`src/rtl/sched_pkg.sv`:
```
// Shared types and defaults for the round-robin instance scheduler.
// SCHED_TIMEOUT_EN (optional macro) enables the forced-release hold counter in the top.
package sched_pkg;

  typedef enum logic [1:0] {
    S_IDLE    = 2'd0,
    S_GRANT   = 2'd1,
    S_RELEASE = 2'd2
  } sched_state_t;

  localparam int DEF_NUM_REQ  = 5;
  localparam int DEF_MAX_HOLD = 16;

  // Increment an index modulo n; the last index wraps back to 0.
  function automatic int wrap_inc(input int idx, input int n);
    return (idx >= n - 1) ? 0 : idx + 1;
  endfunction

endpackage

```
`src/rtl/rr_pick.sv`:
```
// Rotating priority encoder: returns the first set request scanning from ptr upward,
// wrapping modulo NUM_REQ.
module rr_pick #(
  parameter int NUM_REQ = 5,
  parameter int IDX_W   = $clog2(NUM_REQ)
) (
  input  logic [NUM_REQ-1:0] req,
  input  logic [IDX_W-1:0]   ptr,
  output logic               valid,
  output logic [IDX_W-1:0]   idx
);

  int w_pos;

  // Scan from the farthest position down to ptr so the closest set request wins.
  always_comb begin
    valid = 1'b0;
    idx   = '0;
    w_pos = 0;
    for (int k = NUM_REQ - 1; k >= 0; k--) begin
      w_pos = int'(ptr) + k;
      if (w_pos >= NUM_REQ) w_pos = w_pos - NUM_REQ;
      if (req[w_pos]) begin
        valid = 1'b1;
        idx   = IDX_W'(w_pos);
      end
    end
  end

endmodule

```
`src/rtl/inst_rr_scheduler.sv`:
```
// Round-robin scheduler sharing one resource slot among NUM_REQ child instances.
// Define SCHED_TIMEOUT_EN to force release after MAX_HOLD grant cycles without done.
module inst_rr_scheduler
  import sched_pkg::*;
#(
  parameter int NUM_REQ  = DEF_NUM_REQ,
  parameter int MAX_HOLD = DEF_MAX_HOLD,
  parameter int IDX_W    = $clog2(NUM_REQ)
) (
  input  logic               clk,
  input  logic               rst_n,
  input  logic [NUM_REQ-1:0] req,
  input  logic [NUM_REQ-1:0] done,
  output logic [NUM_REQ-1:0] grant,
  output logic [IDX_W-1:0]   grant_idx,
  output logic               busy,
  output logic               timeout_pulse
);

  sched_state_t       r_state;
  sched_state_t       w_state_next;
  logic [NUM_REQ-1:0] r_grant;
  logic [IDX_W-1:0]   r_grant_idx;
  logic [IDX_W-1:0]   r_ptr;
  logic [IDX_W-1:0]   w_ptr_next;
  logic [IDX_W-1:0]   w_pick_idx;
  logic               w_pick_valid;
  logic               w_owner_done;
  logic               w_expire;

  rr_pick #(
    .NUM_REQ(NUM_REQ),
    .IDX_W  (IDX_W)
  ) u_pick (
    .req  (req),
    .ptr  (r_ptr),
    .valid(w_pick_valid),
    .idx  (w_pick_idx)
  );

  assign w_owner_done = done[r_grant_idx];
  assign w_ptr_next   = IDX_W'(wrap_inc(int'(r_grant_idx), NUM_REQ));

`ifdef SCHED_TIMEOUT_EN
  localparam int CNT_W = $clog2(MAX_HOLD + 1);

  logic [CNT_W-1:0] r_hold_cnt;
  logic             r_forced;
  logic             w_forced;

  // Held at zero outside GRANT so every grant starts counting from zero.
  always_ff @(posedge clk or negedge rst_n) begin
    if (!rst_n) begin
      r_hold_cnt <= '0;
    end else if (r_state != S_GRANT) begin
      r_hold_cnt <= '0;
    end else if (r_hold_cnt != CNT_W'(MAX_HOLD)) begin
      r_hold_cnt <= r_hold_cnt + 1'b1;
    end
  end

  // Expiry fires on the MAX_HOLD-th grant cycle; done on that same cycle wins.
  assign w_expire = (r_state == S_GRANT) && (r_hold_cnt >= CNT_W'(MAX_HOLD - 1));
  assign w_forced = w_expire && !w_owner_done;

  always_ff @(posedge clk or negedge rst_n) begin
    if (!rst_n) r_forced <= 1'b0;
    else        r_forced <= w_forced;
  end
`else
  assign w_expire = 1'b0;
`endif

  always_ff @(posedge clk or negedge rst_n) begin
    if (!rst_n) r_state <= S_IDLE;
    else        r_state <= w_state_next;
  end

  always_comb begin
    w_state_next = r_state;
    case (r_state)
      S_IDLE:    if (w_pick_valid) w_state_next = S_GRANT;
      S_GRANT:   if (w_owner_done || w_expire) w_state_next = S_RELEASE;
      S_RELEASE: w_state_next = S_IDLE;
      default:   w_state_next = S_IDLE;
    endcase
  end

  // Grant is loaded on arbitration and cleared on release, which also rotates ptr.
  always_ff @(posedge clk or negedge rst_n) begin
    if (!rst_n) begin
      r_grant     <= '0;
      r_grant_idx <= '0;
      r_ptr       <= '0;
    end else if (r_state == S_IDLE && w_pick_valid) begin
      r_grant     <= NUM_REQ'(1) << w_pick_idx;
      r_grant_idx <= w_pick_idx;
    end else if (r_state == S_GRANT && w_state_next == S_RELEASE) begin
      r_grant <= '0;
      r_ptr   <= w_ptr_next;
    end
  end

  always_comb begin
    grant     = r_grant;
    grant_idx = r_grant_idx;
    busy      = (r_state != S_IDLE);
`ifdef SCHED_TIMEOUT_EN
    timeout_pulse = r_forced && (r_state == S_RELEASE);
`else
    timeout_pulse = 1'b0;
`endif
  end

endmodule

```
`config.mk`:
```
export PLATFORM = sky130hd
export DESIGN_NAME = inst_rr_scheduler
export DESIGN_NICKNAME = d
export VERILOG_FILES = /design/src/rtl/sched_pkg.sv /design/src/rtl/rr_pick.sv /design/src/rtl/inst_rr_scheduler.sv
export SDC_FILE = /design/constraint.sdc
export NUM_CORES = 1
export LEC_CHECK = 0
export CORE_MARGIN = 5
export CORE_UTILIZATION = 45
export CTS_CLUSTER_DIAMETER = 60
export DETAILED_ROUTE_END_ITERATION = 12
export PLACE_DENSITY_LB_ADDON = 0.08
export RECOVER_POWER = 50
export SYNTH_ARGS = -nofsm -noshare
export SYNTH_HDL_FRONTEND = slang
export SYNTH_SLANG_ARGS = --single-unit
```
`constraint.sdc`:
```
create_clock -name clk -period 3.1 [get_ports clk]
set_input_delay 0.62 -clock clk [delete_from_list [all_inputs] [get_ports clk]]
set_output_delay 0.62 -clock clk [all_outputs]
set_load 0.02 [all_outputs]
```
==> impl_metrics.yaml, run 1 <==
global_routing:
  grt_pass1_wl_um: 7820
  grt_max_degree: 16
  first_global_vias: 1692
  grt_use_total: 0.188
  antenna_found_initial: 0
  grt_overflow: 0
logic_synthesis:
  synth_compound_area_frac: 0.312
  netlist_area_mm2: 0.00170
  syn-num-nets: 229
  synth_edf_count: 0
  syn_inst: 204
  synthXorXnorAreaFrac: 0.0360
  synthMuxAreaShare: 0.116
  synth.top_cell.area_share: 0.191
  yosys_warnings: 0
  synthArstFlopShare: 1.00
  synth_top_family_by_area: "compound AO/OA/AOI/OAI gates"
  synth.distinct_cells: 67
  synth-simple-area-share: 0.177
  postSynthAreaPerCell_um2: 8.35
  synth.area.top_cells: "dfrtp_1 19%, ha_1 8.8%, a21oi_1 4.4%, o21ai_0 4.4%, mux2i_1 4.1%"
  yosysMostFrequentCell: "nand2_1"
  ys_seq_area_frac: 0.191
  synth-seq-cells: 13
  synthAdderAreaFrac: 0.0999
  yosys.area.top_type: "dfrtp_1"
  synth_flop_cell: "dfrtp_1"
  ys_top_cells_by_count: "17 x nand2_1, 15 x a21oi_1, 15 x o21ai_0"
die:
  start_util: 0.465
  core.rowCount: 22
  ios: 22
  die_x_um: 71.5
  dieArea_mm2: 0.00511
  core_area_mm2: 0.00366
  die_h_um: 71.5
cells_and_area:
  nNetsFinal: 262
  finish.utilization: 0.594
  drive_gt1_frac: 0.246
  antenna_cells: 0
  layout-area-overhead-vs-synth_pct: 27.8
drt:
  drt-initial-drc-count: 145
  vias: 1751
  wl_um: 4850
  firstDrtPassIters: 4
  ant_nets: 0
  wl_per_cell_um: 17.1
  routed_via_density: 6.17
  drc_errors: 0
critical_path:
  arrival_ns: 3.05
  worstSetupEndpoint: "grant[0]"
  crit_chain: "clkdlybuf4s50_1 -> or4b_1 -> a32oi_2 -> nor2_1 -> mux2_4 -> o211ai_1 -> a31oi_2 -> and2_4 -> a32o_1"
  cpMaxStageDelayCell: "clkdlybuf4s50_1"
  worstPathMaxFanout: 7
  startpoint: "req[0]"
  critPathKind: "input pin to flip-flop"
  cp_top_family: "compound AO/OA/AOI/OAI gates"
  rrSetupSlack_ns: 0.17
  path_buf_inv: 1
  cp-end-kind: "flip-flop"
  r2r_end: "grant[0]"
  cp.required_ns: 3.22
  cp_slowest_stage_delay_ns: 0.62
  cp-start-kind: "input pin"
  crit_cells: 9
  r2r_cells: 12
  reg2reg_from: "r_ptr[1]"
sta:
  slew_violations: 0
  fin_skew_ns: 0.00461
  clock.fmax_mhz: 341
  relSlewSlack: 0.611
  setup-violations-final: 0
  fin_crit_sh: 0.945
  tightest_slew_ns: 0.582
  rsz0062_at_grt: "false"
  finalHoldViolCount: 0
  setup_tns_ns: 0
  min_period_ns: 2.93
clocking:
  clockRootBuffer: "clkbuf_8"
  cts_made_buffers: 3
  clkSinkCount: 13
  insertion_delay_ns: 0.24
  cts_tree: "built"
  htreeDepth: 1
  clock_path_buffers: 2
  clkTransAtPathRegs_ns: 0.05
power_and_ir_drop:
  power_density_mw_per_mm2: 1230
  leakagePower_nw: 0.896
  ir_worst_vdd_v: 0.000573
status:
  outcome: "finished clean"
min_path:
  hp-class: "flip-flop to flip-flop"
flow_run:
  maxCapViolations: 0
placement:
  port_buffers: 20
  place.gp.congestion: 0.896
  place_hpwl_um: 3750
-- through the flow --
| stage | total power [mW] | instance area (um2) | instances | worst slack [ns] | hold slack, ns |
|---|---|---|---|---|---|
| final | 2.67 | 2180 | 284 | 0.170 | 0.480 |
| after detailed placement | 2.34 | 2040 | 277 | -0.0270 | 0.481 |
| after global placement | 2.30 | 2040 | 277 | 0.0206 | 0.475 |
| after CTS | 2.51 | 2080 | 281 | 0.123 | 0.492 |
| after global routing | 2.90 | 2180 | 284 | 0.00877 | 0.504 |
| after floorplan | 1.80 | 1720 | 204 | 0.0340 | 0.324 |
-- sequential cells by signal, indices dropped and copies added, names as in the netlist --
signal / cells
grant: 5
grant_idx: 3
r_ptr: 3
r_state: 2
-- cells in the final DEF, fill, tap and decap left out, drive strengths merged, types with 7 or more instances in the layout --
| cell type | n |
|---|---|
| dfrtp | 13 |
| nand2 | 17 |
| o21ai | 16 |
| clkdlybuf4s50 | 15 |
| buf | 22 |
| a21oi | 16 |
| nor2 | 9 |
| mux2i | 7 |
| mux2 | 7 |
| ha | 12 |
| inv | 10 |
-- routing by layer --
metal  vias up  GRT usage  wire length, um
met5         -          0                0
li1        822          -                -
met4         0      0.109              154
met1       859      0.226             2150
met3        14     0.0182              159
met2        56      0.326             2390
-- worst reg2reg max path, cell delays in order, from the launching register on --
cell and delay, ns:
dfrtp_1 0.41, inv_1 0.12, ha_4 0.16, inv_1 0.04
ha_1 0.20, or2_0 0.24, a21oi_2 0.23, mux2_4 0.35
a211oi_4 0.29, nand2_2 0.11, o21a_1 0.23, and2_4 0.16
a32o_1 0.25
-- cells by family (layout without fill, tap and decap cells) --
group / count (synthesis) / after routing
other cells: 1 / 1
buf+inv: 24 / 56
simple gates: 56 / 56
xor+xnor: 7 / 7
fa+ha+maj: 13 / 13
compound gates: 74 / 74
flops: 13 / 13
mux: 16 / 16
-- where the power goes --
part | switching [mW] | internal, mW
clock | 0.0551 | 0.0904
combinational | 1.21 | 1.01
sequential | 0.0639 | 0.238
total | 1.33 | 1.34
-- repair_timing --
item / CTS / global route
resized for setup: 0 / 14
setup endpoints to repair: 0 / 8
buffers inserted: 0 / 3
hold buffers: 0 / 0
-- cell type report --
cell class	count	area, um2
sequential	13	325
inverter	10	37.5
timing repair buffer	42	365
clock buffer	4	45.0
multi-input combinational	167	1340
fill	345	1490
tap	48	60.1
-- worst min path at each step --
stage,slack (ns),startpoint,depth (start not counted),end
6_report,0.48,grant[3],1,grant[3]
4_1_cts,0.49,grant[3],1,grant[3]
5_1_grt,0.50,grant[1],1,grant[1]
3_3_place_gp,0.48,grant[3],1,grant[3]
2_1_floorplan,0.32,rst_n,0,grant[0]
3_5_place_dp,0.48,grant[3],1,grant[3]
Power figures use the tool's default switching activity.
==> run 2, diff against run 1 <==
CORE_MARGIN = unset   (was 5)
REMOVE_ABC_BUFFERS = 1   (was unset)
SYNTH_HIERARCHICAL = 1   (was unset)
==> run 2 against run 1 <==
- the run now ends with negative setup slack left
- worst hold slack better by 0.017 ns
- area after synthesis is 12% higher
- flip-flop and latch count stayed put
- sequential share of layout area is 3.6 points lower
- clock power is 3% higher
- combinational power is 53% higher
- final area is 32% higher
- utilization is 12 points higher
- synthesized cell count is 13% higher
- count of clock-buffer cells in the layout stayed put
- sequential power is 3% higher
- register-to-register slack worse by 0.25 ns
==> impl_metrics.yaml, run 2 <==
status:
  outcome: "finished with violations"
  violations: "negative setup slack"
sta:
  setup-violations-final: 5
  holdWs_ns: 0.497
  clock.fmax_mhz: 314
  fin_crit_sh: 1.03
  tightest_slew_ns: 0.640
  fin_skew_ns: 0.00416
  min_period_ns: 3.18
  fin_ws_ns: -0.0831
  relSlewSlack: 0.572
  rsz0062_at_grt: "true"
  setup_tns_ns: -0.330
  finalHoldViolCount: 0
  slew_violations: 0
die:
  die_h_um: 67.1
  dieArea_mm2: 0.00451
  start_util: 0.474
  ios: 22
  core.rowCount: 23
  die_x_um: 67.1
  core_area_mm2: 0.00403
critical_path:
  critPathKind: "flip-flop to flip-flop"
  cp_slowest_stage_delay_ns: 0.39
  cp-start-kind: "flip-flop"
  path_buf_inv: 2
  worstPathMaxFanout: 5
  crit_chain: "inv_2 -> ha_4 -> inv_2 -> ha_4 -> or3_1 -> o211ai_1 -> mux2i_1 -> a211oi_2 -> a2111o_1 -> or3_4 -> or3b_4 -> nor2_2 -> a32o_2"
  cpMaxStageDelayCell: "dfrtp_1"
  arrival_ns: 3.31
  cp.required_ns: 3.23
  cp_top_family: "simple AND/OR/NAND/NOR gates"
  cp-end-kind: "flip-flop"
clocking:
  cts_tree: "built"
  clock_path_buffers: 2
  htreeDepth: 1
  ctsHoldBuffers: 0
  cts_made_buffers: 3
  insertion_delay_ns: 0.24
  clockRootBuffer: "clkbuf_8"
  clkSinkCount: 13
  clkTransAtPathRegs_ns: 0.06
drt:
  drt-initial-drc-count: 89
  firstDrtPassIters: 4
  wl_per_cell_um: 16.5
  vias: 2124
  drc_errors: 0
  wl_um: 6040
  ant_nets: 0
  routed_via_density: 5.80
logic_synthesis:
  synth-seq-cells: 13
  postSynthAreaPerCell_um2: 8.27
  synth.distinct_cells: 61
  syn_inst: 231
  netlist_area_mm2: 0.00191
  synth_edf_count: 0
  yosysMostFrequentCell: "nand2_1"
  synthArstFlopShare: 1.00
  ys_seq_area_frac: 0.170
  synth.area.top_cells: "dfrtp_1 17%, ha_1 9.8%, mux2i_1 5.8%, nand2_1 4.3%, nand2b_1 4.3%"
  synth.top_cell.area_share: 0.170
  synth_flop_cell: "dfrtp_1"
  yosys.area.top_type: "dfrtp_1"
  ys_top_cells_by_count: "22 x nand2_1, 15 x ha_1, 13 x dfrtp_1, 13 x nand2b_1"
  yosys_warnings: 6
global_routing:
  grt_overflow: 0
  grtUsageMet3: 0.0203
  grt_use_total: 0.281
  antenna_found_initial: 0
  met1_usage: 0.340
  globalRouteMet2Util: 0.520
  first_global_vias: 2060
  grt_busiest_layer: "met2"
  grt_pass1_wl_um: 9600
  grt_max_degree: 31
cells_and_area:
  layout_commonest_cell: "buf_4"
  layout.cells.most_common_list: "69 x buf_4, 22 x nand2_1, 19 x clkdlybuf4s50_1"
  layout-area-overhead-vs-synth_pct: 50.2
  fin_area_mm2: 0.00287
  antenna_cells: 0
  drive_gt1_frac: 0.373
  largest_reg_flops: 5
  nNetsFinal: 344
power_and_ir_drop:
  finalPower_mw: 3.86
  power_density_mw_per_mm2: 1340
  ir_worst_vdd_v: 0.000736
  leakagePower_nw: 1.32
placement:
  place.gp.congestion: 0.896
  place_hpwl_um: 4530
  port_buffers: 20
  place_area_mm2: 0.00259
  pre_cts_ws_ns: -0.276
min_path:
  hp-class: "flip-flop to flip-flop"
flow_run:
  maxCapViolations: 0
==> run 2: cell count changes after synthesis, moves of 4 or more <==
cell,before,now
nand2_1,17,22
mux2i_1,7,11
nand2b_1,3,13
mux2_2,6,2
a21o_1,3,7
a21oi_1,15,10
nand3_1,5,10
o21ai_0,15,11
clkbuf_1,5,0
==> run 2: logic make-up after synthesis <==
logic type / count (synthesis) / share of synthesized area
multiplexers: 13 / 0.0695
XOR/XNOR: 3 / 0.0138
flip-flops: 13 / 0.170
adder cells (fa/ha/maj): 15 / 0.0983
AO/OA/AOI/OAI: 83 / 0.335
buffers and inverters: 20 / 0.0609
other: 1 / 0.00196
AND/OR/NAND/NOR: 83 / 0.250
==> run 2: metal layers <==
metal  up-vias  part of all wire  wire length [um]
li1       1062                 -                 -
met3        11             0.026               158
met4         0             0.020               119
met1      1006              0.44              2660
met5         -                 0                 0
met2        45              0.51              3100
==> run 2: path summary, 6_finish.rpt <==
path                                from      endpoint  slack, ns  cells after the start
worst max-delay path            r_ptr[0]      grant[2]      -0.08                     13
worst min-delay path            grant[3]      grant[3]       0.50                      1
worst max register to register  r_ptr[0]      grant[2]      -0.08                     13
worst min register to register  grant[3]      grant[3]       0.50                      1
max in group asynchronous          rst_n      r_ptr[2]       1.81                      1
min in group asynchronous          rst_n  grant_idx[2]       0.84                      1
==> run 2: power by group <==
group | total [mW] | internal [mW] | switching (mW)
clock network | 0.151 | 0.0908 | 0.0603
registers | 0.311 | 0.238 | 0.0732
logic | 3.39 | 1.74 | 1.65
==> run 2: final cells by class <==
cell class / instances / area (um2)
clock buffer: 4 / 45.0
multi-input combinational: 198 / 1650
tap: 50 / 62.6
inverter: 9 / 33.8
fill: 334 / 1160
timing repair buffer: 92 / 752
sequential: 13 / 327
==> run 2: through the flow <==
step           utilization  instances
2_1_floorplan            -        220
3_3_place_gp         0.643        357
3_5_place_dp         0.643        357
4_1_cts              0.694        366
5_1_grt              0.712        366
6_report             0.712        366
==> run 2: what timing repair did <==
item / 4_1_cts / 5_1_grt
setup buffers: 5 / 0
setup endpoints to repair: 9 / 9
gates resized for setup: 25 / 17
pin swaps: 8 / 5
==> run 3, diff against run 2 <==
CORE_ASPECT_RATIO = 0.5   (was unset)
TNS_END_PERCENT = 50   (was unset)
==> run 3 against run 2 <==
- the flow still finishes with violations (negative setup slack)
- register-to-register slack better by 0.04 ns
- via count is 2.9% higher
- final area up 1.7%
- critical path depth is 2 lower
- first-iteration DRC count rose by 47%
- clock power is 5% higher
- clock skew is 0.0033 ns lower
- flip-flop and latch count did not move
- die area is 0.36% higher
- count of clock-buffer cells in the layout down 1
- maximum frequency increased by 1.4%
- critical path type unchanged
==> impl_metrics.yaml, run 3 (synthesis results as in run 2) <==
critical_path:
  crit_chain: "buf_4 -> ha_4 -> or3_1 -> o211ai_1 -> mux2i_1 -> a211oi_2 -> a2111o_1 -> or3_4 -> or3b_4 -> nor2_2 -> a32o_2"
  arrival_ns: 3.28
  cpMaxStageDelayCell: "dfrtp_2"
  critPathKind: "flip-flop to flip-flop"
  rrSetupSlack_ns: -0.04
  cp-start-kind: "flip-flop"
  cp_top_family: "simple AND/OR/NAND/NOR gates"
  cp-end-kind: "flip-flop"
  path_buf_inv: 1
  cp.required_ns: 3.24
  worstPathMaxFanout: 6
  cp_slowest_stage_delay_ns: 0.47
placement:
  place.gp.congestion: 0.858
  place_area_mm2: 0.00253
  place_hpwl_um: 4490
  port_buffers: 20
  place_inst: 352
sta:
  tightest_slew_ns: 0.632
  relSlewSlack: 0.577
  holdWs_ns: 0.501
  fin_skew_ns: 0.000830
  slew_violations: 0
  min_period_ns: 3.14
  clock.fmax_mhz: 319
  finalHoldViolCount: 0
  fin_crit_sh: 1.01
  setup-violations-final: 5
  setup_tns_ns: -0.113
  fin_ws_ns: -0.0394
  rsz0062_at_grt: "true"
global_routing:
  grt_overflow: 0
  first_global_vias: 2025
  grt_pass1_wl_um: 9430
  grt_use_total: 0.279
  grt_max_degree: 21
  antenna_found_initial: 0
cells_and_area:
  layout_commonest_cell: "buf_4"
  nFillCells: 311
  layout-area-overhead-vs-synth_pct: 52.8
  drive_gt1_frac: 0.406
  nNetsFinal: 343
  antenna_cells: 0
  layout.cells.most_common_list: "67 x buf_4, 21 x nand2_1, 19 x clkdlybuf4s50_1"
  largest_reg_flops: 5
  instances_no_fill: 369
  fin_area_mm2: 0.00292
drt:
  wl_per_cell_um: 17.4
  wl_um: 6420
  routed_via_density: 5.92
  drc_errors: 0
  vias: 2186
  drt-initial-drc-count: 131
  ant_nets: 0
  firstDrtPassIters: 4
clocking:
  clkSinkCount: 13
  clockRootBuffer: "clkbuf_8"
  cts_made_buffers: 3
  ctsHoldBuffers: 0
  clkTransAtPathRegs_ns: 0.06
  cts_tree: "built"
  clock_path_buffers: 2
  insertion_delay_ns: 0.25
  htreeDepth: 1
min_path:
  hp-class: "flip-flop to flip-flop"
flow_run:
  maxCapViolations: 0
power_and_ir_drop:
  leakagePower_nw: 1.32
  finalPower_mw: 4.00
  ir_worst_vdd_v: 0.000958
  power_density_mw_per_mm2: 1370
die:
  ios: 22
  core_area_mm2: 0.00398
  die_h_um: 48.1
  start_util: 0.479
  dieArea_mm2: 0.00452
  die_x_um: 94.1
  core.rowCount: 16
status:
  outcome: "finished with violations"
  violations: "negative setup slack"
==> run 3: metrics by stage <==
| step | setup slack [ns] | util |
|---|---|---|
| floorplan | -0.895 | - |
| global placement | -0.126 | 0.635 |
| detailed placement | -0.211 | 0.635 |
| CTS | -0.0106 | 0.687 |
| global route | -0.112 | 0.732 |
| finish | -0.0394 | 0.732 |
==> run 3: area by class of cell <==
type                       instances  area, um2  share of cell area
sequential                        13        327               0.112
timing repair buffer              91        746               0.256
clock inverter                     1       5.00             0.00172
multi-input combinational        198       1700               0.582
clock buffer                       3       41.3              0.0142
tap                               54       67.6              0.0232
inverter                           9       33.8              0.0116
==> run 3: worst paths after layout <==
| path | startpoint | end | depth (start not counted) |
|---|---|---|---|
| worst min register to register | grant[4] | grant[4] | 1 |
| worst max register to register | r_ptr[2] | grant[2] | 11 |
| max in group asynchronous | rst_n | r_ptr[2] | 1 |
| worst max-delay path | r_ptr[2] | grant[2] | 11 |
| min in group asynchronous | rst_n | grant[3] | 1 |
| worst min-delay path | grant[4] | grant[4] | 1 |
==> run 3: layer usage <==
metal / vias up / wire, um / track usage
met5: - / 0 / 0
met4: 0 / 67 / 0.0431
met3: 9 / 394 / 0.0302
met2: 83 / 3030 / 0.517
met1: 1043 / 2930 / 0.371
li1: 1051 / - / -
==> run 3: worst reg2reg max path, delay by kind of cell (launching register included) <==
kind | cells | cell delay [ns]
buffers and inverters | 1 | 0.17
AND/OR/NAND/NOR | 4 | 0.96
multiplexers | 1 | 0.32
adder cells (fa/ha/maj) | 1 | 0.25
AO/OA/AOI/OAI | 4 | 0.86
flip-flops | 1 | 0.47
==> run 3: repair_timing <==
action,in CTS,in global routing
setup buffers,9,4
pin swaps,9,5
setup endpoints to repair,9,9
resized for setup,25,32
hold endpoints to repair,0,0
==> run 3: power breakdown <==
part,internal [mW],switching [mW]
sequential,0.237,0.0768
clock,0.0890,0.0693
combinational,1.78,1.74
